**src/rtl/rf16x160_pkg.sv**
```systemverilog
// rf16x160_pkg: constants and the read-FSM state type shared by the
// 16 x 160 register-file queue controller and its sub-modules.
package rf16x160_pkg;

  localparam int RF_DW = 160;
  localparam int RF_AW = 4;
  localparam int RF_NW = 4;
  localparam int RF_BW = RF_DW / 8;

  // Byte enables are not used for partial writes; every byte is always enabled
  localparam logic [RF_BW-1:0] RF_BYTE_WEN_ALL = {RF_BW{1'b1}};

  typedef enum logic [1:0] {
    RD_IDLE  = 2'd0,
    RD_FETCH = 2'd1,
    RD_HOLD  = 2'd2
  } rd_state_e;

endpackage

```
**src/rtl/rf_q_rr_arb2.sv**
```systemverilog
// rf_q_rr_arb2: two-requester round-robin arbiter for the shared write port.
// rr_last_q is set when producer 0 won the most recent grant, so its reset
// value of 0 leaves producer 0 with first priority.
module rf_q_rr_arb2 (
  input  logic clk,
  input  logic reset,
  input  logic en,
  input  logic vld0,
  input  logic vld1,
  output logic gnt0,
  output logic gnt1
);

  logic rr_last_q;
  logic rr_last_d;

  // Pick a winner; a contended cycle goes to the producer that did not win last
  always_comb begin
    gnt0 = 1'b0;
    gnt1 = 1'b0;
    if (en) begin
      if (vld0 && vld1) begin
        if (rr_last_q) begin
          gnt1 = 1'b1;
        end else begin
          gnt0 = 1'b1;
        end
      end else begin
        gnt0 = vld0;
        gnt1 = vld1;
      end
    end else begin
      gnt0 = 1'b0;
      gnt1 = 1'b0;
    end
  end

  // Every grant, contended or not, moves priority to the other producer
  always_comb begin
    if (gnt0) begin
      rr_last_d = 1'b1;
    end else if (gnt1) begin
      rr_last_d = 1'b0;
    end else begin
      rr_last_d = rr_last_q;
    end
  end

  // Priority state register
  always_ff @(posedge clk or posedge reset) begin
    if (reset) begin
      rr_last_q <= 1'b0;
    end else begin
      rr_last_q <= rr_last_d;
    end
  end

endmodule

```
**src/rtl/rf16x160_q_ctl.sv**
```systemverilog
// rf16x160_q_ctl: runs the 16 x 160 R1W1 register-file macro as a shared FIFO.
// Two producers share the write port through a round-robin arbiter; a single
// consumer drains through a registered valid/ready interface. Entries become
// visible to the reader two cycles after their grant so a read never hits the
// macro's pending write to the same address.
// Optional: define RF16X160_Q_CTL_WMARK_EN to add WMARK and the q_afull output.
module rf16x160_q_ctl
  import rf16x160_pkg::*;
#(
  parameter int DW = RF_DW,
  parameter int AW = RF_AW,
  parameter int NW = RF_NW
`ifdef RF16X160_Q_CTL_WMARK_EN
  ,
  parameter int WMARK = 12
`endif
) (
  input  logic            clk,
  input  logic            reset,
  input  logic            req0_vld,
  input  logic [DW-1:0]   req0_data,
  input  logic [NW-1:0]   req0_wmask,
  output logic            req0_gnt,
  input  logic            req1_vld,
  input  logic [DW-1:0]   req1_data,
  input  logic [NW-1:0]   req1_wmask,
  output logic            req1_gnt,
  output logic            q_full,
  output logic [AW:0]     q_cnt,
`ifdef RF16X160_Q_CTL_WMARK_EN
  output logic            q_afull,
`endif
  output logic            deq_vld,
  output logic [DW-1:0]   deq_data,
  input  logic            deq_rdy,
  output logic            rf_wr_en,
  output logic [AW-1:0]   rf_wr_adr,
  output logic [NW-1:0]   rf_word_wen,
  output logic [DW/8-1:0] rf_byte_wen,
  output logic [DW-1:0]   rf_din,
  output logic            rf_read_en,
  output logic [AW-1:0]   rf_rd_adr,
  input  logic [DW-1:0]   rf_dout
);

  localparam logic [AW:0] CNT_FULL = {1'b1, {AW{1'b0}}};
  localparam logic [AW:0] CNT_ZERO = {(AW+1){1'b0}};

  rd_state_e       state_q;
  rd_state_e       state_d;
  logic [AW-1:0]   wptr_q;
  logic [AW-1:0]   wptr_d;
  logic [AW-1:0]   rptr_q;
  logic [AW-1:0]   rptr_d;
  logic [AW:0]     q_cnt_q;
  logic [AW:0]     q_cnt_d;
  logic [AW:0]     vis_cnt_q;
  logic [AW:0]     vis_cnt_d;
  logic            wr_pipe_q;
  logic            wr_pipe_d;
  logic            deq_vld_q;
  logic            deq_vld_d;
  logic [DW-1:0]   deq_data_q;
  logic [DW-1:0]   deq_data_d;

  logic            gnt0_s;
  logic            gnt1_s;
  logic            gnt_any_s;
  logic            arb_en_s;
  logic            q_full_s;
  logic            hs_s;
  logic            vis_any_s;
  logic            fetch_s;
  logic            rd_issue_s;

  // A full queue blocks both producers, even in a cycle that frees an entry
  assign q_full_s  = (q_cnt_q == CNT_FULL);
  assign arb_en_s  = ~q_full_s & ~reset;
  assign gnt_any_s = gnt0_s | gnt1_s;
  assign hs_s      = deq_vld_q & deq_rdy;
  assign vis_any_s = (vis_cnt_q != CNT_ZERO);

  rf_q_rr_arb2 u_arb (
    .clk   (clk),
    .reset (reset),
    .en    (arb_en_s),
    .vld0  (req0_vld),
    .vld1  (req1_vld),
    .gnt0  (gnt0_s),
    .gnt1  (gnt1_s)
  );

  // Steer the granted producer onto the macro write port in the grant cycle
  always_comb begin
    rf_wr_en    = gnt_any_s;
    rf_wr_adr   = wptr_q;
    rf_din      = {DW{1'b0}};
    rf_word_wen = {NW{1'b0}};
    if (gnt0_s) begin
      rf_din      = req0_data;
      rf_word_wen = req0_wmask;
    end else if (gnt1_s) begin
      rf_din      = req1_data;
      rf_word_wen = req1_wmask;
    end else begin
      rf_din      = {DW{1'b0}};
      rf_word_wen = {NW{1'b0}};
    end
  end

  // Read FSM state register
  always_ff @(posedge clk or posedge reset) begin
    if (reset) begin
      state_q <= RD_IDLE;
    end else begin
      state_q <= state_d;
    end
  end

  // Read FSM next state: one fetch per visible entry, held until accepted
  always_comb begin
    state_d = state_q;
    case (state_q)
      RD_IDLE: begin
        if (vis_any_s) begin
          state_d = RD_FETCH;
        end else begin
          state_d = RD_IDLE;
        end
      end
      RD_FETCH: begin
        state_d = RD_HOLD;
      end
      RD_HOLD: begin
        if (hs_s) begin
          if (vis_any_s) begin
            state_d = RD_FETCH;
          end else begin
            state_d = RD_IDLE;
          end
        end else begin
          state_d = RD_HOLD;
        end
      end
      default: begin
        state_d = RD_IDLE;
      end
    endcase
  end

  // Read FSM outputs: read strobe, and the cycle the macro output is valid
  always_comb begin
    rd_issue_s = 1'b0;
    fetch_s    = 1'b0;
    case (state_q)
      RD_IDLE:  rd_issue_s = vis_any_s;
      RD_FETCH: fetch_s    = 1'b1;
      RD_HOLD:  rd_issue_s = hs_s & vis_any_s;
      default: begin
        rd_issue_s = 1'b0;
        fetch_s    = 1'b0;
      end
    endcase
  end

  // Next values for pointers, counters and the dequeue register
  always_comb begin
    wptr_d     = wptr_q;
    rptr_d     = rptr_q;
    deq_vld_d  = deq_vld_q;
    deq_data_d = deq_data_q;
    if (gnt_any_s) begin
      wptr_d = wptr_q + AW'(1'b1);
    end else begin
      wptr_d = wptr_q;
    end
    if (fetch_s) begin
      deq_vld_d  = 1'b1;
      deq_data_d = rf_dout;
      rptr_d     = rptr_q + AW'(1'b1);
    end else if (hs_s) begin
      deq_vld_d  = 1'b0;
    end else begin
      deq_vld_d  = deq_vld_q;
    end
    // Grant pipeline: stage one is wr_pipe_q, stage two lands in vis_cnt_q
    wr_pipe_d = gnt_any_s;
    vis_cnt_d = vis_cnt_q + (AW+1)'(wr_pipe_q) - (AW+1)'(fetch_s);
    q_cnt_d   = q_cnt_q + (AW+1)'(gnt_any_s) - (AW+1)'(hs_s);
  end

  // Queue bookkeeping and dequeue output registers
  always_ff @(posedge clk or posedge reset) begin
    if (reset) begin
      wptr_q     <= {AW{1'b0}};
      rptr_q     <= {AW{1'b0}};
      q_cnt_q    <= CNT_ZERO;
      vis_cnt_q  <= CNT_ZERO;
      wr_pipe_q  <= 1'b0;
      deq_vld_q  <= 1'b0;
      deq_data_q <= {DW{1'b0}};
    end else begin
      wptr_q     <= wptr_d;
      rptr_q     <= rptr_d;
      q_cnt_q    <= q_cnt_d;
      vis_cnt_q  <= vis_cnt_d;
      wr_pipe_q  <= wr_pipe_d;
      deq_vld_q  <= deq_vld_d;
      deq_data_q <= deq_data_d;
    end
  end

`ifdef RF16X160_Q_CTL_WMARK_EN
  logic q_afull_q;
  logic q_afull_d;

  // Almost-full follows the occupancy being loaded on this edge
  always_comb begin
    q_afull_d = (q_cnt_d >= (AW+1)'(WMARK));
  end

  // Almost-full output register
  always_ff @(posedge clk or posedge reset) begin
    if (reset) begin
      q_afull_q <= 1'b0;
    end else begin
      q_afull_q <= q_afull_d;
    end
  end

  assign q_afull = q_afull_q;
`endif

  assign req0_gnt    = gnt0_s;
  assign req1_gnt    = gnt1_s;
  assign q_full      = q_full_s;
  assign q_cnt       = q_cnt_q;
  assign deq_vld     = deq_vld_q;
  assign deq_data    = deq_data_q;
  assign rf_byte_wen = RF_BYTE_WEN_ALL;
  assign rf_read_en  = rd_issue_s;
  assign rf_rd_adr   = rptr_q;

endmodule
```
**config.mk**
```make
export PLATFORM = sky130hd
export DESIGN_NAME = rf16x160_q_ctl
export DESIGN_NICKNAME = d
export VERILOG_FILES = /design/src/rtl/rf16x160_pkg.sv /design/src/rtl/rf_q_rr_arb2.sv /design/src/rtl/rf16x160_q_ctl.sv
export SDC_FILE = /design/constraint.sdc
export NUM_CORES = 1
export LEC_CHECK = 0
export CORE_AREA = 3 3 335 337
export CTS_BUF_LIST = sky130_fd_sc_hd__clkbuf_8
export DETAILED_ROUTE_END_ITERATION = 10
export DIE_AREA = 0 0 338 340
export HOLD_SLACK_MARGIN = 0.03
export PLACE_DENSITY = 0.33
export SETUP_SLACK_MARGIN = 0.2
export SLEW_MARGIN = 20
export SYNTH_ARGS = -nofsm -noshare
export SYNTH_HDL_FRONTEND = slang
export SYNTH_SLANG_ARGS = --single-unit
```
**constraint.sdc**
```tcl
create_clock -name clk -period 7.2 [get_ports clk]
set_input_delay 1.8 -clock clk [delete_from_list [all_inputs] [get_ports clk]]
set_output_delay 1.8 -clock clk [all_outputs]
set_load 0.02 [all_outputs]
```
==> results <==
-- metal layers --
| metal | GRT usage [%] | share of wire [%] |
|---|---|---|
| met5 | 0 | 0.24 |
| met4 | 7.15 | 3.1 |
| met3 | 6.83 | 10 |
| met2 | 25.7 | 52 |
| met1 | 14.0 | 35 |
-- logic make-up after synthesis --
group	Yosys count	synth area share [%]
other cells	1	0.0393
flops	183	48.0
simple gates	665	26.6
compound gates	178	13.9
mux	1	0.118
fa+ha+maj	16	2.25
xor+xnor	14	1.28
buf+inv	131	7.88
-- flip-flops by register name, indices dropped and copies added (netlist names) --
name / cells
state_q: 2
rf_rd_adr: 4
deq_vld: 1
wr_pipe_q: 1
u_arb.rr_last_q: 1
deq_data: 160
rf_wr_adr: 4
q_cnt: 5
vis_cnt_q: 5
-- cell type report --
| type | instances | area (um^2) | share of cell area [%] |
|---|---|---|---|
| well taps | 1476 | 1850 | 9.30 |
| flip-flops and latches | 183 | 4580 | 23.1 |
| clock inverters | 15 | 206 | 1.04 |
| inverters | 21 | 91.3 | 0.460 |
| multi-input cells | 894 | 4310 | 21.7 |
| repair buffers | 850 | 8530 | 43.0 |
| diodes | 24 | 60.1 | 0.302 |
| clock buffers | 17 | 234 | 1.18 |
-- final timing paths --
kind	start	to	cells after the start
min in group asynchronous	reset	deq_data[46]$_DFFE_PP0P_	2
max	req1_vld	rf_din[23]	6
max reg2reg	q_cnt[2]$_DFF_PP0_	q_cnt[4]$_DFF_PP0_	13
min	rf_rd_adr[3]$_DFFE_PP0P_	rf_rd_adr[3]$_DFFE_PP0P_	1
min reg2reg	rf_rd_adr[3]$_DFFE_PP0P_	rf_rd_adr[3]$_DFFE_PP0P_	1
max in group asynchronous	reset	deq_data[96]$_DFFE_PP0P_	3
-- cells in the mapped netlist, drive strengths merged, types with 5 or more instances --
cell type | n | area share [%]
a22oi | 164 | 13
xor2 | 5 | 0.46
clkbuf | 20 | 0.79
nand2 | 487 | 19
ha | 14 | 1.8
xnor2 | 9 | 0.83
dfrtp | 183 | 48
nor2 | 170 | 6.7
buf | 90 | 6.3
a21oi | 5 | 0.26
inv | 21 | 0.83
-- stage by stage --
step                      util (%)  setup WS (ns)  hold WS (ns)
final                         18.2          0.933         0.486
after global routing          18.2          0.850         0.511
after CTS                     18.1          0.907         0.492
after detailed placement      17.7          0.921         0.461
after global placement        17.7          0.927         0.458
after floorplan                  -          0.428         0.441
-- power breakdown --
group	internal [W]	switching (W)	total [W]
Clock	0.000280	0.000552	0.000832
Combinational	0.00171	0.00239	0.00409
Sequential	0.00154	0.000312	0.00186
Total	0.00353	0.00325	0.00678
==> summary.md <==
| Metric | Value |
|---|---|
| Port-buffer cells | `835` |
| Final Slew Violations | `0` |
| Min Tclk post-route | `6.27 ns` |
| Remaining Overflow, GRT | `0` |
| Core area | `109000 um^2` |
| Final HPWL DP | `72.0 mm` |
| Worst VDD drop | `0.000180 V` |
| Clock root cell | `clkbuf_8` |
| Slowest stage delay, CP | `0.64 ns` |
| Hold_buf cts | `0` |
| CTS Sinks | `183` |
| Final wirelength | `86.9 mm` |
| Final hold vios | `0` |
| Synth warn | `0` |
| Final GP Congestion | `0.850` |
| Resize count post-CTS | `0` |
| Largest net degree at the start of global routing | `112` |
| Crit path DAT | `4.47 ns` |
| TritonCTS clock tree | `yes` |
| Nets@finish | `2476` |
| CP Data Required Time | `5.40 ns` |
| Least-Margin Pin Slew | `1.12 ns` |
| Clk slew on worst S/H paths | `0.14 ns` |
| Die area | `115000 um^2` |
| Async S/R FF share, synth | `100%` |
| FILL cells | `12300` |
| Initial antenna violation count | `51` |
| RSZ-0062 raised after global routing | `false` |
| DR WL/cell | `25.0 um` |
| Site Rows | `121` |
| H-Tree Level Count | `4` |
| Clock latency on the worst-skew pair | `0.57 ns` |
| Seq/Total Area, Yosys | `48.0%` |
| Crit-path max FO | `110` |
| CP Cell Sequence | `clkdlybuf4s50_1 > a21boi_4 > buf_12 > a22oi_1 > nor2_1 > clkdlybuf4s50_1` |
| Worst clock skew | `0.0389 ns` |
| CTS max path bufs | `2` |
| Synth unique cells | `29` |
| Global Route Usage Sum | `14.5%` |
| DRT antenna net count | `0` |
| Top delay family on crit path | `buffers and inverters` |
| Post-CTS Setup Bufs | `0` |
| Most frequent cells in the layout | `clkdlybuf4s50_1, nand2_1, dfrtp_1` |
| Area Overhead vs Synth | `108%` |
| Global-route wire length before repair | `112 mm` |
| Syn Area/Cell | `8.03 um^2` |
| Max-cap violations | `0` |
| Endpoints failing setup | `0` |
| Post-route insts no fill | `3480` |
| Slew headroom | `25.1%` |
| Peak Freq | `0.160 GHz` |
| Final instance area | `19900 um^2` |
| Ports | `856` |
| Layout cell share with drive strength beyond 1 | `3.28%` |
| Hold Path Class | `reg2reg` |
| Post-route setup TNS | `0 ns` |
| Vias in the first global route | `12300` |
| Cells after DPL | `3423` |
| Vias per cell | `3.36` |
| Number of detailed-route iterations in the first pass | `5` |
| Startpoint Class | `input pin` |
| Die X | `338 um` |
| Power, Total | `0.00678 W` |
| Placed Area | `19300 um^2` |
| Mapped Area | `9550 um^2` |
| CP endpoint kind | `primary output` |
| Worst path buffer plus inverter count | `3` |
| Synth Instances | `1189` |
| Pwr dens | `341 nW/um^2` |
| Critical path type | `in2out` |
| Slowest cell on crit path | `clkdlybuf4s50_1` |
| Status | `finished, final reports clean` |
| CP most frequent cell | `clkdlybuf4s50_1` |
| Final Cycle Share | `87.0%` |
| Initial Util | `8.75%` |
| Lkg Pwr | `8.25 nW` |
| Flop2flop setup slack | `4.24 ns` |
| Die Ht | `340 um` |
| DRT iter0 DRCs | `549` |
| Routed via count | `11700` |
| #FFs+latches synth | `183` |
| DRC violations left | `0` |
| Top_reg_cell synth | `dfrtp_1` |
| Leading cell type in the layout, fill and taps excluded | `clkdlybuf4s50_1` |
| EDFF count, synth | `0` |
| CTS Buf Count | `17` |
No activity file was read; power rests on OpenSTA's default activity.
